<file path="config.mk">
export PLATFORM = sky130hd
export DESIGN_NAME = bcd_time_counter
export DESIGN_NICKNAME = d
export VERILOG_FILES = /design/src/rtl/bcd_time_counter.sv
export SDC_FILE = /design/constraint.sdc
export NUM_CORES = 1
export LEC_CHECK = 0
export ABC_AREA = 1
export ABC_CLOCK_PERIOD_IN_PS = 1500
export BUFFER_PORTS_ARGS = -buffer_cell sky130_fd_sc_hd__buf_4
export CORE_AREA = 5 5 53 55
export DETAILED_ROUTE_END_ITERATION = 8
export DIE_AREA = 0 0 58 60
export GPL_TIMING_DRIVEN = 1
export PLACE_DENSITY = 0.75
export SETUP_SLACK_MARGIN = 0.2
export SKIP_CTS_REPAIR_TIMING = 1
export SYNTH_ARGS = -nofsm -noshare
export SYNTH_HDL_FRONTEND = slang
export SYNTH_SLANG_ARGS = --single-unit
</file>
<file path="constraint.sdc">
create_clock -name clk -period 1.5 [get_ports clk]
set_input_delay 0.3 -clock clk [delete_from_list [all_inputs] [get_ports clk]]
set_output_delay 0.3 -clock clk [all_outputs]
set_load 0.01 [all_outputs]
</file>
<file path="src/rtl/bcd_time_counter.sv">
// MM:SS BCD time counter with adjust, pause toggle, clear and rollover pulse.
// Optional COUNTDOWN_EN adds load, count-down and done.
//
// Ports:
//   clk        system clock, all state on posedge
//   rst        synchronous reset, active-low
//   tick_cnt   1-cycle count enable
//   tick_adj   1-cycle adjust enable
//   adj        1 = adjust mode
//   sel        adjust field: 0 = seconds, 1 = minutes
//   pause_btn  debounced pause level, rising edge toggles pause
//   clr        synchronous clear of time digits
//   dir_down   (COUNTDOWN_EN) 1 = count down in normal mode
//   load       (COUNTDOWN_EN) copy load_min/load_sec, clamped
//   load_min   (COUNTDOWN_EN) minutes to load, BCD
//   load_sec   (COUNTDOWN_EN) seconds to load, BCD
//   done       (COUNTDOWN_EN) 1-cycle pulse on reaching 00:00
//   min_bcd    minutes, BCD, digit 0 in [3:0]
//   sec_bcd    seconds, BCD, tens in [7:4]
//   paused     1 = counting frozen
//   wrap       1-cycle pulse on MIN_TOP:59 -> 00:00
module bcd_time_counter #(
  parameter int MIN_DIGITS = 2,
  parameter int MIN_TOP    = 99
) (
  input  logic                    clk,
  input  logic                    rst,
  input  logic                    tick_cnt,
  input  logic                    tick_adj,
  input  logic                    adj,
  input  logic                    sel,
  input  logic                    pause_btn,
  input  logic                    clr,
`ifdef COUNTDOWN_EN
  input  logic                    dir_down,
  input  logic                    load,
  input  logic [4*MIN_DIGITS-1:0] load_min,
  input  logic [7:0]              load_sec,
  output logic                    done,
`endif
  output logic [4*MIN_DIGITS-1:0] min_bcd,
  output logic [7:0]              sec_bcd,
  output logic                    paused,
  output logic                    wrap
);

  localparam int MW = 4 * MIN_DIGITS;

  function automatic logic [MW-1:0] to_bcd(
    input int v
  );
    int          t;
    logic [MW-1:0] r;
    t = v;
    r = '0;
    for (int i = 0; i < MIN_DIGITS; i++) begin
      r[4*i +: 4] = 4'(t % 10);
      t = t / 10;
    end
    return r;
  endfunction

  localparam logic [MW-1:0] TOP_BCD = to_bcd(MIN_TOP);

  // Ripple BCD increment across all minute digits.
  function automatic logic [MW-1:0] min_inc(
    input logic [MW-1:0] v
  );
    logic [MW-1:0] r;
    logic          c;
    r = v;
    c = 1'b1;
    for (int i = 0; i < MIN_DIGITS; i++) begin
      if (c) begin
        if (v[4*i +: 4] == 4'd9) begin
          r[4*i +: 4] = 4'd0;
        end else begin
          r[4*i +: 4] = v[4*i +: 4] + 4'd1;
          c = 1'b0;
        end
      end
    end
    return r;
  endfunction

  function automatic logic [7:0] sec_inc(
    input logic [7:0] s
  );
    if (s == 8'h59)
      return 8'h00;
    if (s[3:0] == 4'd9)
      return {s[7:4] + 4'd1, 4'd0};
    return {s[7:4], s[3:0] + 4'd1};
  endfunction

`ifdef COUNTDOWN_EN
  // Ripple BCD decrement; only called with a non-zero value.
  function automatic logic [MW-1:0] min_dec(
    input logic [MW-1:0] v
  );
    logic [MW-1:0] r;
    logic          b;
    r = v;
    b = 1'b1;
    for (int i = 0; i < MIN_DIGITS; i++) begin
      if (b) begin
        if (v[4*i +: 4] == 4'd0) begin
          r[4*i +: 4] = 4'd9;
        end else begin
          r[4*i +: 4] = v[4*i +: 4] - 4'd1;
          b = 1'b0;
        end
      end
    end
    return r;
  endfunction

  function automatic logic [7:0] sec_dec(
    input logic [7:0] s
  );
    if (s == 8'h00)
      return 8'h59;
    if (s[3:0] == 4'd0)
      return {s[7:4] - 4'd1, 4'd9};
    return {s[7:4], s[3:0] - 4'd1};
  endfunction

  function automatic logic [3:0] dig_clamp(
    input logic [3:0] d
  );
    return (d > 4'd9) ? 4'd9 : d;
  endfunction

  // Digits are made legal first, so a packed compare
  // against the BCD limit orders the values numerically.
  function automatic logic [MW-1:0] min_clamp(
    input logic [MW-1:0] v
  );
    logic [MW-1:0] r;
    for (int i = 0; i < MIN_DIGITS; i++)
      r[4*i +: 4] = dig_clamp(v[4*i +: 4]);
    return (r > TOP_BCD) ? TOP_BCD : r;
  endfunction

  function automatic logic [7:0] sec_clamp(
    input logic [7:0] s
  );
    logic [7:0] r;
    r = {dig_clamp(s[7:4]), dig_clamp(s[3:0])};
    return (r > 8'h59) ? 8'h59 : r;
  endfunction
`endif

  logic [MW-1:0] r_min;
  logic [7:0]    r_sec;
  logic          r_paused;
  logic          r_pause_q;
  logic          r_wrap;
  logic          r_done;

  logic [MW-1:0] w_min_nxt;
  logic [7:0]    w_sec_nxt;
  logic          w_wrap_nxt;
  logic          w_done_nxt;
  logic          w_run;
  logic          w_toggle;

  assign w_toggle = pause_btn & ~r_pause_q;
  // Uses the registered pause state, so a tick coincident
  // with a toggle sees the old value.
  assign w_run    = tick_cnt & ~r_paused & ~adj;

  always_comb begin
    w_min_nxt  = r_min;
    w_sec_nxt  = r_sec;
    w_wrap_nxt = 1'b0;
    w_done_nxt = 1'b0;
    if (clr) begin
      w_min_nxt = '0;
      w_sec_nxt = '0;
    end
`ifdef COUNTDOWN_EN
    else if (load) begin
      w_min_nxt = min_clamp(load_min);
      w_sec_nxt = sec_clamp(load_sec);
    end
`endif
    else if (adj) begin
      if (tick_adj) begin
        if (sel)
          w_min_nxt = (r_min == TOP_BCD) ? '0
                                         : min_inc(r_min);
        else
          w_sec_nxt = sec_inc(r_sec);
      end
    end
`ifdef COUNTDOWN_EN
    else if (w_run && dir_down) begin
      // 00:00 is terminal: hold, no underflow, no repeat pulse.
      if (r_sec != 8'h00 || r_min != '0) begin
        w_sec_nxt = sec_dec(r_sec);
        if (r_sec == 8'h00)
          w_min_nxt = min_dec(r_min);
        w_done_nxt = (r_min == '0) && (r_sec == 8'h01);
      end
    end
`endif
    else if (w_run) begin
      w_sec_nxt = sec_inc(r_sec);
      if (r_sec == 8'h59) begin
        if (r_min == TOP_BCD) begin
          w_min_nxt  = '0;
          w_wrap_nxt = 1'b1;
        end else begin
          w_min_nxt = min_inc(r_min);
        end
      end
    end
  end

  always_ff @(posedge clk) begin
    if (!rst) begin
      r_min     <= '0;
      r_sec     <= '0;
      r_paused  <= 1'b0;
      r_pause_q <= 1'b0;
      r_wrap    <= 1'b0;
      r_done    <= 1'b0;
    end else begin
      r_min     <= w_min_nxt;
      r_sec     <= w_sec_nxt;
      r_pause_q <= pause_btn;
      r_wrap    <= w_wrap_nxt;
      r_done    <= w_done_nxt;
      if (w_toggle)
        r_paused <= ~r_paused;
    end
  end

  assign min_bcd = r_min;
  assign sec_bcd = r_sec;
  assign paused  = r_paused;
  assign wrap    = r_wrap;
`ifdef COUNTDOWN_EN
  assign done    = r_done;
`else
  logic w_done_unused;
  assign w_done_unused = r_done ^ w_done_nxt;
`endif

endmodule

</file>
==> summary.md <==
| Metric | Value |
|---|---|
| Top_reg_cell synth | `dfxtp_1` |
| Worst Min Path Start | `rst` |
| First-pass GRT wire length | `3780 um` |
| Critical Path Source | `sec_bcd[5]$_SDFFE_PP0P_` |
| Worst-Margin Slew | `0.239 ns` |
| Dpl cells | `197` |
| Final hold violations | `0` |
| Most common cell in the synthesized netlist | `nor2_1` |
| Number of synthesis warnings | `0` |
| Synth cell types | `26` |
| Vias in the first global route | `approximately 900` |
| Status | `complete, no violations` |
| Final Skew | `approximately 0.0051 ns` |
| Ys async rst share | `0` |
| Dpl ws | `between 0.1 and 0.15 ns` |
| Global Route Usage Sum | `0.144` |
| P&R area growth vs syn | `30.1%` |
| H-tree depth | `1` |
| Via count | `984` |
| Worst Slack Setup Final | `between 0.1 and 0.15 ns` |
| Avg Cell Area, Syn | `7.91 sq um` |
| Final wirelength | `2270 um` |
| GRT overflow | `0` |
| Initial DRC count | `13` |
| Worst Hold End | `r_pause_q$_SDFF_PN0_` |
| Core footprint | `2340 sq um` |
| Sink Count | `19` |
| Fin area | `1460 sq um` |
| Fin nets | `193` |
| Syn nets | `158` |
| Cell Area, Synth | `~1100 sq um` |
| Vias/cell | `~4.8` |
| Synth area leaders | `dfxtp_1, ha_1, nor2_1` |
| Top cell type's share of synthesized area | `0.339` |
| Post-route minimum period | `1.37 ns` |
| Pleak | `0.668 nW` |
| Slew HR | `0.839` |
| Final slew viol count | `0` |
| Post-DRT Antenna Nets | `0` |
| Final Total Pwr | `0.902 mW` |
| Routability Congestion | `0.850` |
| # diodes | `0` |
| VDD IR max | `0.000417 V` |
| Drc violations | `0` |
| CTS tree | `yes` |
| Critical R2R Capture | `sec_bcd[7]$_SDFFE_PP0P_` |
| Seq/Total Area, Yosys | `0.339` |
| Die X | `58 um` |
| Worst hold path class | `primary input to register` |
| DR WL/cell | `11.0 um` |
| Period utilization | `0.914` |
| Pwr Density | `617 nW/um^2` |
| Clk root buf | `clkbuf_4` |
| CP max FO | `3` |
| Max-Cap Viols | `0` |
| Die area | `3480 sq um` |
| # IOs | `26` |
| R2R cell count | `9` |
| Critical Path Sink Type | `register` |
| Clock transition at path regs | `around 0.11 ns` |
| Largest area contributor in the netlist | `dfxtp_1` |
| RSZ-0062 raised after global routing | `yes` |
| Initial Util | `0.480` |
| Fin cells | `206` |
| Reg-to-Reg Start | `sec_bcd[5]$_SDFFE_PP0P_` |
| Cell Rows | `18` |
| CP startpoint kind | `register` |
| Die height | `60 um` |
| Worst R2R Setup Slack | `0.13 ns` |
| Number of I/O port buffers | `25` |
| Critical path class | `register to register` |
| Peak Freq | `roughly 730 MHz` |
| DP HPWL | `1800 um` |
| TritonCTS Buffers | `3` |
| WHS Path Cells | `3` |
| Crit path required time | `1.70 ns` |
| Drt first pass iters | `4` |
| Most frequent cells after synthesis | `nor2_1, nand2_1, dfxtp_1, inv_1, ha_1` |
| Area post-placement | `1360 sq um` |
| Syn Inst Count | `~140` |
| Final setup viols | `0` |
| Post-synth EDFFs | `0` |
| Initial antenna violation count | `0` |
| CTS Buffer Depth | `2` |
| Layout cells sized above 1 | `0.375` |
| Arrival time worst endpoint | `1.57 ns` |
| #FFs+latches synth | `19` |
| Largest net degree at the start of global routing | `11` |
| Clk Latency, worst-skew pair | `0.29 ns` |
layout by cell type, fill, tap and decap left out, drive strengths merged:
cell type,netlist,layout
buf,1,31
nand2,31,31
nor2,30,30
dfxtp,19,19
inv,17,17
ha,8,8
nand3,8,8
a21oi,7,7
xor2,6,6
nor3,4,4
clkbuf,0,4
o21ai,3,3
xnor2,2,2
nand4,2,2
clkinv,1,1
a31o,1,1
and3,1,1
a211oi,1,1
per-stage QoR:
step	TNS (ns)	utilization	hold slack, ns
finish	0	0.624	0.184
CTS	0	0.593	0.179
floorplan	0	-	0.393
global route	-0.0155	0.624	0.181
global placement	0	0.582	0.491
detailed placement	0	0.582	0.495
routing by layer:
metal	share of wire	up-vias	track usage
met5	0	-	0
met4	0.021	0	0.0795
met3	0.048	4	0.0346
met2	0.50	20	0.252
met1	0.43	445	0.160
li1	-	515	-
flip-flops by register name, indices dropped and copies added, names as in the netlist:
register / count
r_pause_q: 1
sec_bcd: 8
paused: 1
wrap: 1
min_bcd: 8
report_power, final:
part           switching, mW  internal [mW]
sequential            0.0118          0.511
clock                  0.154          0.103
combinational         0.0687         0.0525
worst max-delay path by stage:
stage                              endpoint
finish              sec_bcd[7]$_SDFFE_PP0P_
global route        min_bcd[7]$_SDFFE_PP0P_
CTS                 min_bcd[5]$_SDFFE_PP0P_
detailed placement  min_bcd[5]$_SDFFE_PP0P_
global placement    sec_bcd[7]$_SDFFE_PP0P_
floorplan           min_bcd[1]$_SDFFE_PP0P_
cell type report:
type,count,area (sq um)
Fill cell,211,881
Sequential cell,19,392
Multi-Input combinational cell,104,698
Inverter,18,75.1
Tap cell,30,37.5
Clock buffer,4,26.3
Timing Repair Buffer,31,233
cell families after synthesis:
logic type / count (synthesis) / synth area share
flops: 19 / 0.339
xor+xnor: 8 / 0.0624
fa+ha+maj: 8 / 0.0891
simple gates: 76 / 0.366
buf+inv: 19 / 0.0746
compound gates: 12 / 0.0690
worst max-delay path: stages, from the launching register on:
cell	delay [ns]
dfxtp_2	0.34
inv_1	0.07
ha_1	0.15
nand2_2	0.07
nor2_4	0.16
buf_4	0.14
buf_4	0.09
nand3_1	0.07
nand2_1	0.12
nor2_1	0.06
Power figures use the tool's default switching activity.
